File: config.mk
export PLATFORM = sky130hd
export DESIGN_NAME = instr_sequencer
export DESIGN_NICKNAME = d
export VERILOG_FILES = /design/src/rtl/instr_sequencer.sv
export SDC_FILE = /design/constraint.sdc
export NUM_CORES = 1
export LEC_CHECK = 0
export CAP_MARGIN = 25
export CELL_PAD_IN_SITES_DETAIL_PLACEMENT = 1
export CELL_PAD_IN_SITES_GLOBAL_PLACEMENT = 1
export CORE_MARGIN = 1
export CORE_UTILIZATION = 56
export CTS_CLUSTER_DIAMETER = 40
export DETAILED_ROUTE_END_ITERATION = 8
export PLACE_DENSITY = 0.94
export SLEW_MARGIN = 15
export SYNTH_ARGS = -nofsm -noshare
export SYNTH_HDL_FRONTEND = slang
export SYNTH_SLANG_ARGS = --single-unit
File: constraint.sdc
create_clock -name clk -period 5.14 [get_ports clk]
set_clock_uncertainty 0.15 [all_clocks]
set_input_delay 0.771 -clock clk [delete_from_list [all_inputs] [get_ports clk]]
set_output_delay 0.771 -clock clk [all_outputs]
set_load 0.02 [all_outputs]
File: src/rtl/instr_sequencer.sv
// rtl/instr_sequencer.sv - program memory and PC feeding one instruction at a time to the control unit
// Advances on done, stops after the last instruction or a pending abort, pulses prog_done on exit.
module instr_sequencer #(
  parameter int DEPTH = 16,
  parameter int AW    = 4
) (
  input  logic          clk,
  input  logic          reset,
  input  logic          wr_en,
  input  logic [AW-1:0] wr_addr,
  input  logic [15:0]   wr_data,
  input  logic          start,
  input  logic [AW:0]   prog_len,
  input  logic          abort,
  input  logic          done,
  output logic [15:0]   instruction,
  output logic          run,
  output logic [AW-1:0] pc,
  output logic          busy,
  output logic          prog_done,
  output logic          aborted
);

  typedef enum logic {IDLE = 1'b0, RUN = 1'b1} state_t;

  localparam logic [AW:0] DEPTH_W = (AW+1)'(DEPTH);

  state_t        state, state_n;
  logic [15:0]   mem [DEPTH];
  logic [AW:0]   len, len_n;
  logic          abort_pend, abort_pend_n;
  logic [AW-1:0] pc_n, pc_inc;
  logic [15:0]   instruction_n, word0;
  logic          run_n, prog_done_n, aborted_n, is_last;
  logic [AW:0]   eff_len;

  always_ff @(posedge clk) begin
    if (wr_en && state == IDLE)
      mem[wr_addr] <= wr_data;
  end

  // A write to word 0 on the start edge must be visible in the first instruction.
  assign word0   = (wr_en && wr_addr == '0) ? wr_data : mem[0];
  assign eff_len = (prog_len > DEPTH_W) ? DEPTH_W : prog_len;
  assign is_last = ({1'b0, pc} == len - (AW+1)'(1));
  assign pc_inc  = pc + AW'(1);
  assign busy    = (state == RUN);

  always_comb begin
    state_n       = state;
    pc_n          = pc;
    instruction_n = instruction;
    run_n         = run;
    prog_done_n   = 1'b0;
    aborted_n     = aborted;
    len_n         = len;
    abort_pend_n  = abort_pend;
    case (state)
      IDLE: begin
        if (start) begin
          if (eff_len == '0) begin
            prog_done_n = 1'b1;
          end else begin
            state_n       = RUN;
            pc_n          = '0;
            instruction_n = word0;
            run_n         = 1'b1;
            len_n         = eff_len;
            aborted_n     = 1'b0;
            abort_pend_n  = 1'b0;
          end
        end
      end
      RUN: begin
        if (abort)
          abort_pend_n = 1'b1;
        if (done) begin
          if (is_last || abort_pend || abort) begin
            state_n     = IDLE;
            run_n       = 1'b0;
            prog_done_n = 1'b1;
            aborted_n   = ~is_last;
          end else begin
            pc_n          = pc_inc;
            instruction_n = mem[pc_inc];
          end
        end
      end
      default: state_n = IDLE;
    endcase
  end

  always_ff @(posedge clk) begin
    if (reset) begin
      state       <= IDLE;
      pc          <= '0;
      instruction <= '0;
      run         <= 1'b0;
      prog_done   <= 1'b0;
      aborted     <= 1'b0;
      len         <= '0;
      abort_pend  <= 1'b0;
    end else begin
      state       <= state_n;
      pc          <= pc_n;
      instruction <= instruction_n;
      run         <= run_n;
      prog_done   <= prog_done_n;
      aborted     <= aborted_n;
      len         <= len_n;
      abort_pend  <= abort_pend_n;
    end
  end

endmodule

==> out/metrics.yaml <==
run_status:
  status: "complete, no violations"
timing:
  finalMaxSlewViolations: 0
  fmax_ghz: 0.335
  finalCritPeriodShare_pct: 58.0
  worst_pin_slew_ps: 830
  finalSetupTns_ps: 0
  maxSlewHeadroom_pct: 44.5
  rsz0062_at_grt: "no"
  hold_violations: 0
  period_needed_ps: 2980
  final-setup-viol-count: 0
detailed_routing:
  firstDrtPassIters: 5
  totalWireLength_mm: 31.4
  first_iter_violations: 625
  ant_nets: 0
  post_drt_wl_per_cell_um: 31.4
  drc: 0
  num_vias: 6675
  via_per_inst: 6.67
yosys:
  async_reset_ff_share_pct: 0
  yosysSeqAreaShare_pct: 72.3
  synth.avg_cell_area_um2: 18.2
  ys.flop_type: "edfxtp_1"
  synthCells: 629
  synthTopCellsByArea: "edfxtp_1, mux4_2, dfxtp_1"
  syn_area_um2: 11500
  synth_top_area_share_pct: 67.0
  synth-edff-count: 256
  synth_cell_types: 46
  ys_ff_latch: 286
  syn_nets: 662
  yosys_warnings: 0
  synth_top_area_cell: "edfxtp_1"
cts:
  cts_setup_buffers: 0
  clock-root-buffer: "clkbuf_16"
  clk_pin_slew_ps: 60
  cts_tree: "yes"
  holdBufCountCts: 0
  cts_buffers: 35
  cts_max_level: 2
  cts-resized-gates: 0
  clkLatencyLatePin_ps: 530
  clkSinkCount: 286
  cts.path.max_buffers: 3
finish:
  drive_above_1_share_pct: 25.2
  area_growth_pct: 18.5
  final_nets: 741
  fin_cells: 1001
  finish.utilization_pct: 68.7
placed_design:
  hpwl_mm: 16.9
  numPortBuffers: 54
  gp_congestion: 0.784
  dp_cells: 935
setup_path:
  crit_buf_inv: 1
  cp-end-kind: "output port"
  crit_type: "reg2out"
  critical-path-top-delay-family: "flip-flops"
  path_cells: "clkdlybuf4s50_1"
  max_stage_delay_ps: 820
  slowest_stage: "dfxtp_4"
  crit_start: "pc[0]"
  cp_data_arrival_time_ps: 2060
  reg2reg_from: "pc[0]"
  crit_fanout: 37
  required_ps: 4220
  worst_setup_path_start_kind: "register"
grt:
  overflow: 0
  track_usage_pct: 30.7
  first_global_vias: 7260
  grt_max_degree: 66
  grt_pass1_wl_mm: 46.6
  antenna_found_initial: 1
power_and_ir_drop:
  power.total_mw: 5.37
  p_leak_nw: 4.31
  power_density_nw_per_um2: 395
  peakVddDrop_mv: 0.273
die:
  ios: 55
  die_h_um: 145
  chipWidth_um: 145
  start_util_pct: 58.0
  die-area_um2: 21100
  row_count: 51
  core_um2: 19800
worst_hold_path:
  min_from: "len[1]"
  hold_class: "reg2reg"
run:
  maxCapViolations: 0
power breakdown:
part           internal [mW]  switching [mW]
registers               2.57          0.0340
clock network           1.47            1.02
logic                  0.116           0.159
total                   4.15            1.22
stage by stage:
step           cell area, um^2  hold slack (ps)  worst slack, ps
2_1_floorplan            11500              295             2290
5_1_grt                  13600              349             2010
6_report                 13600              326             2160
3_3_place_gp             12400              314             1700
4_1_cts                  13600              327             1860
3_5_place_dp             12400              315             1810
sequential cells by signal, summed over array words and instances, names as in the netlist:
name	cells
abort_pend	1
aborted	1
busy	1
instruction	16
len	5
mem	256
pc	4
prog_done	1
run	1
synthesized netlist by cell type, drive strengths merged (7+ instances only):
master     n
nand3b     8
dfxtp     30
o2bb2ai   16
o211ai    16
nor2      20
clkbuf    13
nor3       7
mux2      18
a21oi      9
buf       24
nand2     72
nand4     32
edfxtp   256
mux4      64
kinds of logic after synthesis:
family | Yosys count | share of synthesized area (%)
flops | 286 | 72.3
simple gates | 157 | 6.64
mux | 83 | 14.4
compound gates | 53 | 3.86
buf+inv | 39 | 1.83
xor+xnor | 9 | 0.753
fa+ha+maj | 2 | 0.218
area by class of cell:
type	count	area (um^2)
Antenna cell	1	2.50
Timing Repair Buffer	79	759
Multi-Input combinational cell	304	3020
Clock buffer	43	967
Clock inverter	21	208
Sequential cell	286	8290
Tap cell	265	332
Inverter	2	7.51
Fill cell	1634	6190
metal layers:
layer | vias up | share of wire [%] | GRT usage (%) | routed length (um)
met3 | 72 | 9.1 | 6.42 | 2860
li1 | 2703 | - | - | -
met1 | 3502 | 37 | 40.2 | 11600
met5 | - | 0 | 0 | 0
met2 | 398 | 51 | 51.1 | 16000
met4 | 0 | 3.1 | 11.4 | 962
final timing paths:
check	depth (start not counted)	to	slack, ps
worst max-delay path	1	pc[0]	2160
worst max register to register	7	instruction[7]	2180
worst min register to register	2	len[1]	330
worst min-delay path	2	len[1]	330
cell usage in the layout (no fill, tap or decap), types with 5 or more instances in the layout:
master	n
nand2_1	72
edfxtp_1	256
clkinv_2	6
o2bb2ai_1	16
clkdlybuf4s50_1	54
nand3_1	5
nor2_1	20
o211ai_1	16
nor2b_1	5
a21oi_1	7
buf_4	22
mux2_2	18
dfxtp_1	28
clkbuf_16	36
mux4_2	64
nand4_1	32
nand3b_1	7
tightest hold or removal path, cell delays in order (launching register included):
cell and delay, ps:
dfxtp_1 320, nand2_1 60, a21oi_1 50
Power figures use the tool's default switching activity.
